File: src/rtl/mcbsp_frame_engine.sv
// McBSP slave frame engine: oversamples the master's bit clock, frame sync and data in the
// a_clk domain. Shifts one double-buffered N-bit frame out and one in per frame sync.
module mcbsp_frame_engine #(
   parameter int WORDS_PER_FRAME = 8,
   parameter int BITS_PER_WORD   = 32,
   parameter int SYNC_STAGES     = 2,
   parameter int CNT_WIDTH       = 16
) (
   input  logic                                      a_clk,
   input  logic                                      a_resetn,
   input  logic                                      mcbsp_clk,
   input  logic                                      mcbsp_frame_start,
   input  logic                                      mcbsp_data_rx,
   input  logic                                      lsb_first,
   input  logic [WORDS_PER_FRAME*BITS_PER_WORD-1:0]  tx_data,
   input  logic                                      tx_load,
   input  logic                                      err_clear,
   output logic                                      mcbsp_data_tx,
   output logic                                      mcbsp_data_clkr,
   output logic                                      mcbsp_data_frm,
   output logic                                      trigger,
   output logic [WORDS_PER_FRAME*BITS_PER_WORD-1:0]  rx_data,
   output logic                                      rx_valid,
   output logic [CNT_WIDTH-1:0]                      frame_count,
   output logic                                      err_resync,
   output logic                                      err_overrun
);

   localparam int N   = WORDS_PER_FRAME * BITS_PER_WORD;
   localparam int BCW = (N > 1) ? $clog2(N) : 1;

   typedef enum logic {IDLE, ACTIVE} state_t;

   state_t                 state, state_nxt;
   logic [1:0]             rst_sync;
   logic                   rst_n;
   logic [SYNC_STAGES-1:0] clk_sync, fs_sync, rx_sync;
   logic                   clk_s, fs_s, rx_s, clk_prev;
   logic                   rise, fall, active, start, last_bit, resync;
   logic [BCW-1:0]         bit_cnt;
   logic [N-1:0]           tx_hold, shift_tx, shift_rx, rx_next;
   logic                   lsb_q, loaded;

   function automatic logic [N-1:0] bit_rev(input logic [N-1:0] v);
      logic [N-1:0] r;
      for (int i = 0; i < N; i++) r[i] = v[N-1-i];
      return r;
   endfunction

   // Reset asserts asynchronously but releases on a_clk so every flop leaves reset together.
   always_ff @(posedge a_clk or negedge a_resetn) begin
      if (!a_resetn) rst_sync <= '0;
      else           rst_sync <= {rst_sync[0], 1'b1};
   end
   assign rst_n = rst_sync[1];

   always_ff @(posedge a_clk or negedge rst_n) begin
      if (!rst_n) begin
         clk_sync <= '0;
         fs_sync  <= '0;
         rx_sync  <= '0;
         clk_prev <= 1'b0;
      end else begin
         clk_sync <= {clk_sync[SYNC_STAGES-2:0], mcbsp_clk};
         fs_sync  <= {fs_sync[SYNC_STAGES-2:0], mcbsp_frame_start};
         rx_sync  <= {rx_sync[SYNC_STAGES-2:0], mcbsp_data_rx};
         clk_prev <= clk_s;
      end
   end

   assign clk_s    = clk_sync[SYNC_STAGES-1];
   assign fs_s     = fs_sync[SYNC_STAGES-1];
   assign rx_s     = rx_sync[SYNC_STAGES-1];
   assign rise     = clk_s & ~clk_prev;
   assign fall     = ~clk_s & clk_prev;
   assign active   = (state == ACTIVE);
   assign start    = fall & fs_s;
   assign last_bit = active & fall & (bit_cnt == '0);
   assign resync   = active & fall & fs_s & (bit_cnt != '0);
   assign rx_next  = N'({shift_rx, rx_s});

   assign mcbsp_data_frm = active;

   always_ff @(posedge a_clk or negedge rst_n) begin
      if (!rst_n) state <= IDLE;
      else        state <= state_nxt;
   end

   // A sync on the final-bit fall lets the frame complete and then restarts, so start wins.
   always_comb begin
      state_nxt = state;
      if (start)         state_nxt = ACTIVE;
      else if (last_bit) state_nxt = IDLE;
   end

   always_ff @(posedge a_clk or negedge rst_n) begin
      if (!rst_n) begin
         mcbsp_data_tx   <= 1'b0;
         mcbsp_data_clkr <= 1'b0;
         trigger         <= 1'b0;
         rx_valid        <= 1'b0;
         rx_data         <= '0;
         frame_count     <= '0;
         err_resync      <= 1'b0;
         err_overrun     <= 1'b0;
         bit_cnt         <= '0;
         tx_hold         <= '0;
         shift_tx        <= '0;
         shift_rx        <= '0;
         lsb_q           <= 1'b0;
         loaded          <= 1'b0;
      end else begin
         trigger  <= start;
         rx_valid <= last_bit;
         if (tx_load) tx_hold <= tx_data;
         if (active && rise) begin
            mcbsp_data_tx   <= shift_tx[N-1];
            shift_tx        <= shift_tx << 1;
            mcbsp_data_clkr <= 1'b1;
         end
         if (fall) mcbsp_data_clkr <= 1'b0;
         if (active && fall) begin
            shift_rx <= rx_next;
            if (bit_cnt != '0) bit_cnt <= bit_cnt - BCW'(1);
         end
         if (last_bit) begin
            rx_data     <= lsb_q ? bit_rev(rx_next) : rx_next;
            frame_count <= frame_count + CNT_WIDTH'(1);
         end
         // A load coinciding with the start still counts toward the next frame.
         if (start) begin
            shift_tx <= lsb_first ? bit_rev(tx_hold) : tx_hold;
            bit_cnt  <= BCW'(N - 1);
            lsb_q    <= lsb_first;
            loaded   <= 1'b0;
         end
         if (tx_load) loaded <= 1'b1;
         if (err_clear) begin
            err_resync  <= 1'b0;
            err_overrun <= 1'b0;
         end
         if (resync)            err_resync  <= 1'b1;
         if (start && !loaded)  err_overrun <= 1'b1;
      end
   end

endmodule

File: config.mk
export PLATFORM = sky130hd
export DESIGN_NAME = mcbsp_frame_engine
export DESIGN_NICKNAME = d
export VERILOG_FILES = /design/src/rtl/mcbsp_frame_engine.sv
export SDC_FILE = /design/constraint.sdc
export NUM_CORES = 2
export LEC_CHECK = 0
export CORE_MARGIN = 3
export CORE_UTILIZATION = 56
export DETAILED_ROUTE_END_ITERATION = 10
export PLACE_DENSITY_LB_ADDON = 0.2
export SYNTH_ARGS = -nofsm -noshare
export SYNTH_HDL_FRONTEND = slang
export SYNTH_SLANG_ARGS = --single-unit
File: constraint.sdc
create_clock -name a_clk -period 35.9 [get_ports a_clk]
set_input_delay 3.59 -clock a_clk [delete_from_list [all_inputs] [get_ports a_clk]]
set_output_delay 3.59 -clock a_clk [all_outputs]
set_load 0.02 [all_outputs]
* Word level (Yosys, flattened, before mapping)
Cells that the tools add are included.
** Word-level totals
- Memories :: 0
- Register bits after elaboration :: 1065
- ROM bits :: 0
- Memory bits (writable) :: 0
- Word-level logic and storage cells :: 62
- Bits in latches :: 0
** Operators by class
- Muxes and demuxes :: 16
- $add $sub $neg :: 2
- Bitwise gates (word level) :: 9
- Order comparisons :: 0
- Div/mod/pow operators :: 0
- Reductions and logical operators :: 15
- Shifts and indexed selects :: 0
- Equal/unequal tests :: 0
- $mul :: 0
** Operators by type and width (number)
- 256-bit 2-to-1 mux :: 4
- 8-bit 2-to-1 mux :: 3
- 16-bit by 1-bit adder with 16-bit output (second input constant) :: 1
- 2-bit nonzero test :: 8
- 1-bit 2-to-1 mux :: 9
- 8-bit logical NOT :: 1
- 8-bit nonzero test :: 1
- 8-bit by 1-bit subtractor with 8-bit output (second input constant) :: 1
- 1-bit bitwise AND :: 7
- 1-bit logical AND :: 3
- 1-bit inverter :: 2
- 2-bit AND reduction :: 1
- 1-bit logical NOT :: 1

* Longest topological paths before layout
- Depth after elaboration :: 6
- Mapped depth :: 10
- Depth with buffers taken out :: 7

* Worst setup path before layout
Ideal clock, no wire load.
- Path kind :: input port to flip-flop
- Start point :: in lsb_first
- End point :: reg shift_tx[139]
- Cell stages on the path :: 6
- Path slack :: 30761 ps
- Data arrival time :: 5013 ps
- Data required time :: 35774 ps
- Library setup time :: 126 ps
- Buffers on the path :: 3
- Cells stage by stage :: clkbuf_1 clkbuf_1 buf_1 mux2i_1 nor2_1 a221o_1
** Between the ends
- Word-level cells in the longest chain between the ends :: 2
** RTL lines
- start: declaration :: line 14 : input logic lsb_first,
- 256-bit 2-to-1 mux :: line 132 : shift_tx <= lsb_first ? bit_rev(tx_hold) : tx_hold;
- 256-bit 2-to-1 mux :: line 131 : if (start) begin
- end signal: assignment :: line 118 : shift_tx <= shift_tx << 1;
- end signal: assignment :: line 132
- end: declaration :: line 41 : logic [N-1:0] tx_hold, shift_tx, shift_rx, rx_next;
No other way between the ends.
A chain may end at the register's enable or synchronous reset.

* Final worst setup path
- Start point :: in lsb_first
- End point :: reg shift_tx[136]
Same word-level chain as after synthesis.

==> summary.md <==
| Metric | Value |
|---|---|
| Status | completed |
| Layout Cells excl Fill | around 5600 |
| Largest family of logic cells by synthesized area | multiplexers |
| Fmax | 161.3 MHz |
| PortBufs | between 500 and 600 |
| Clock power share | ~40% |
| Die height | around 290 um |
| Critical Path RT | 36.43 ns |
| Via count | about 31000 |
| Placed cell count | 5353 |
| Min-delay worst type | reg -> reg |
| TritonRoute pass-1 iters | 5 |
| Compound-cell area share of the yosys netlist | 8.680% |
| Max Cap Viol | 0 |
| Num CTS Buffers | ~110 |
| Row cnt | 103 |
| Final Hold Slack | roughly 0.34 ns |
| Share of layout cells above drive strength 1 | roughly a tenth |
| Final Max Slew Viols | 0 |
| Power Density | 53.10 mW/mm^2 |
| Initial drt markers | between 2000 and 2500 |
| P&R area growth vs syn | 20.78% |
| Average cell area after synthesis | 11.28 um^2 |
| Sw Ratio | approximately a quarter |
| Unrepaired setup endpoints after global routing | false |
| Setup Total Neg Slack | 0 ns |
| Detailed Route WL | about 110 mm |
| Global-route usage over all layers | approximately a quarter |
| Die extent in x | a little under 300 um |
| Fin crit share | roughly 17% |
| Distinct cells, synth | 41 |
| Final Setup Violations | 0 |
| DIE AREA | around 0.084 mm^2 |
| Layout Nets | around 4700 |
| Grt total ovfl | 0 |
| Top cell type's share of synthesized area | around three fifths |
| P_sw | slightly above 700 uW |
| Worst slew pin tran | around 1.2 ns |
| Detailed-route DRC error count | 0 |
| Adder-cell area share of the yosys netlist | 0.08288% |
| Sequential share of the synthesized area | approximately 60% |
| Ys Warns | 0 |
| CP startpoint kind | input port |
| Crit path DAT | about 6.7 ns |
| Clock period minus worst slack | 6.201 ns |
| Initial antenna violation count | 4 |
| RD Place Congestion | 0.8078 |
| Simple-gate share of the synthesized area | 11.28% |
| PostCTS Resize Cnt | 0 |
| Combinational power share | 11.6% |
| Top post-synthesis cells by area | dfrtp_1 (59%), mux2i_1 (11%), nand2_1 (8.6%) |
| # hold bufs at CTS | 0 |
| Final ANT Viol Nets | 0 |
| Post-synth design cell area | 0.04529 mm^2 |
| Synthesis-stage register bit count | 1065 |
| Mux cell area share after synthesis | roughly 18% |
| Total core area | between 0.07 and 0.08 mm^2 |
| CTS tree | yes |
| Post-synth net total | roughly 4300 |
| CTS Buffer Depth | 3 |
| Max IR drop VDD | 43.53 uV |
| Final HPWL from detailed placement | between 60 and 70 mm |
| Clk slew on worst S/H paths | 0.06 ns |
| P_int | roughly 2.2 mW |
| Final Hold Fails | 0 |
| CTS root buf | clkbuf_16 |
| Synth area leader | dfrtp_1 |
| CP endpoint kind | flip-flop |
| CP max FO | 86 |
| Post-CTS Setup Repair Bufs | 0 |
| Wire length per cell | between 15 and 20 um |
| Xor-xnor portion of the synthesized cell area | less than 1% |
| Largest net degree at the start of global routing | 227 |
| CTS sink cnt | 1065 |
| Vias in the first global route | ~31000 |
| Register area | 0.02666 mm^2 |
| Clock Skews | 0.02515 ns |
| Starting Density | between 50% and 60% |
| Multi-input combinational cell area | ~0.017 mm^2 |
| # H-tree levels | 3 |
| Setup Crit Path Kind | in -> reg |
| Seq pwr share | around half |
| First-pass GRT wire length | 170.3 mm |
| LEAKAGE | ~26 nW |
| Clk Latency, worst-skew pair | 0.66 ns |
| Io pins | between 500 and 600 |
| Synthesized netlist cell count | between 4000 and 5000 |
| Max-slew headroom | between 10% and 20% |
| Via-per-instance ratio | approximately 5.6 |
| Fillers | a little under 6000 |
==> cells by family (layout without fill, tap and decap cells) <==
kind of cell	Yosys count	count (layout)
fa+ha+maj	3	3
other cells	1	5
flops	1065	1065
mux	769	769
simple gates	1333	1333
buf+inv	300	783
xor+xnor	20	20
compound gates	526	526
==> metal layers <==
metal | vias up | global-route usage (%) | part of all wire [%]
li1 | 14680 | - | -
met1 | 15740 | 34.56 | 44
met2 | 775 | 39.90 | 48
met3 | 169 | 3.867 | 4.9
met4 | 0 | 7.979 | 2.9
met5 | - | 0 | 0
==> Yosys cell counts <==
library cell / number
nor4_1: 1
a221o_1: 254
o22ai_1: 2
clkinv_2: 1
mux2i_1: 512
o21ai_1: 248
buf_2: 8
nor2_1: 258
and2_1: 2
inv_1: 7
ha_1: 3
nor2b_1: 2
a21boi_0: 1
a211oi_1: 1
and3_1: 5
clkbuf_2: 7
buf_1: 22
nor4_4: 1
or4_1: 1
nand4_1: 7
xnor2_1: 15
and4_1: 1
clkbuf_1: 226
o2111ai_1: 2
o211ai_1: 4
and3b_1: 2
mux2_2: 257
or3b_2: 1
conb_1: 1
or3_1: 1
buf_6: 29
nor3_1: 2
nand2_1: 1039
nand2b_1: 1
a21oi_1: 1
xor2_1: 5
o21ai_0: 12
nand3_1: 7
nand3b_1: 2
dfrtp_1: 1065
a21o_1: 1
==> worst paths after layout <==
| kind | start | endpoint | slack, ns | cells after the start |
|---|---|---|---|---|
| worst max-delay path | lsb_first | shift_tx[136] | 29.70 | 6 |
| worst min-delay path | rx_sync[0] | rx_sync[1] | 0.34 | 0 |
| worst max register to register | lsb_q | rx_data[154] | 31.52 | 5 |
| worst min register to register | rx_sync[0] | rx_sync[1] | 0.34 | 0 |
| max in group asynchronous | rst_sync[1] | shift_rx[109] | 31.79 | 4 |
| min in group asynchronous | rst_sync[1] | tx_hold[224] | 0.44 | 0 |
==> cell type report <==
type | instances | share of cell area (%)
Antenna cell | 4 | 0.01830
Clock buffer | 166 | 5.871
Clock inverter | 31 | 0.7571
Inverter | 8 | 0.05718
Multi-Input combinational cell | 2652 | 31.62
Sequential cell | 1065 | 48.73
Tap cell | 1050 | 2.402
Timing Repair Buffer | 578 | 10.54
==> power by group through the flow <==
stage          clock [mW]  combinational (mW)  sequential, mW
2_1_floorplan           0               0.225            1.44
3_3_place_gp            0               0.330            1.44
3_5_place_dp            0               0.341            1.44
4_1_cts              1.16               0.341            1.43
5_1_grt              1.21               0.368            1.44
6_report             1.14               0.337            1.43
==> through the flow <==
step	worst slack (ns)	power [mW]	util, %	instance area, um^2
after floorplan	4.015	1.664	-	45290
after global placement	29.18	1.774	64.23	51070
after detailed placement	29.10	1.786	64.23	51070
after CTS	29.77	2.929	68.79	54700
after global routing	29.57	3.020	68.80	54710
final	29.70	2.905	68.80	54710
==> critical path: stages <==
cell and delay [ns]:
buf_8 0.61, buf_4 0.74, buf_4 0.96, mux2i_1 0.28, nor2_1 0.08, a221o_1 0.33
==> sequential cells by signal (all words and copies together), names as in the netlist <==
signal	flops
rx_data	256
shift_tx	256
tx_hold	256
shift_rx	255
frame_count	16
bit_cnt	8
clk_sync	2
fs_sync	2
rst_sync	2
rx_sync	2
clk_prev	1
err_overrun	1
err_resync	1
loaded	1
lsb_q	1
mcbsp_data_clkr	1
mcbsp_data_frm	1
mcbsp_data_tx	1
rx_valid	1
trigger	1
==> cells in the final DEF (no fill, tap or decap), types with 30 or more instances in the layout <==
| cell type | count |
|---|---|
| dfrtp_1 | 1063 |
| nand2_1 | 1039 |
| clkdlybuf4s50_1 | 540 |
| mux2i_1 | 512 |
| nor2_1 | 257 |
| mux2_2 | 257 |
| a221o_1 | 254 |
| o21ai_1 | 248 |
| clkbuf_16 | 109 |
| buf_4 | 31 |
| clkbuf_1 | 30 |
Note: power is estimated with default switching activity, not from simulation.
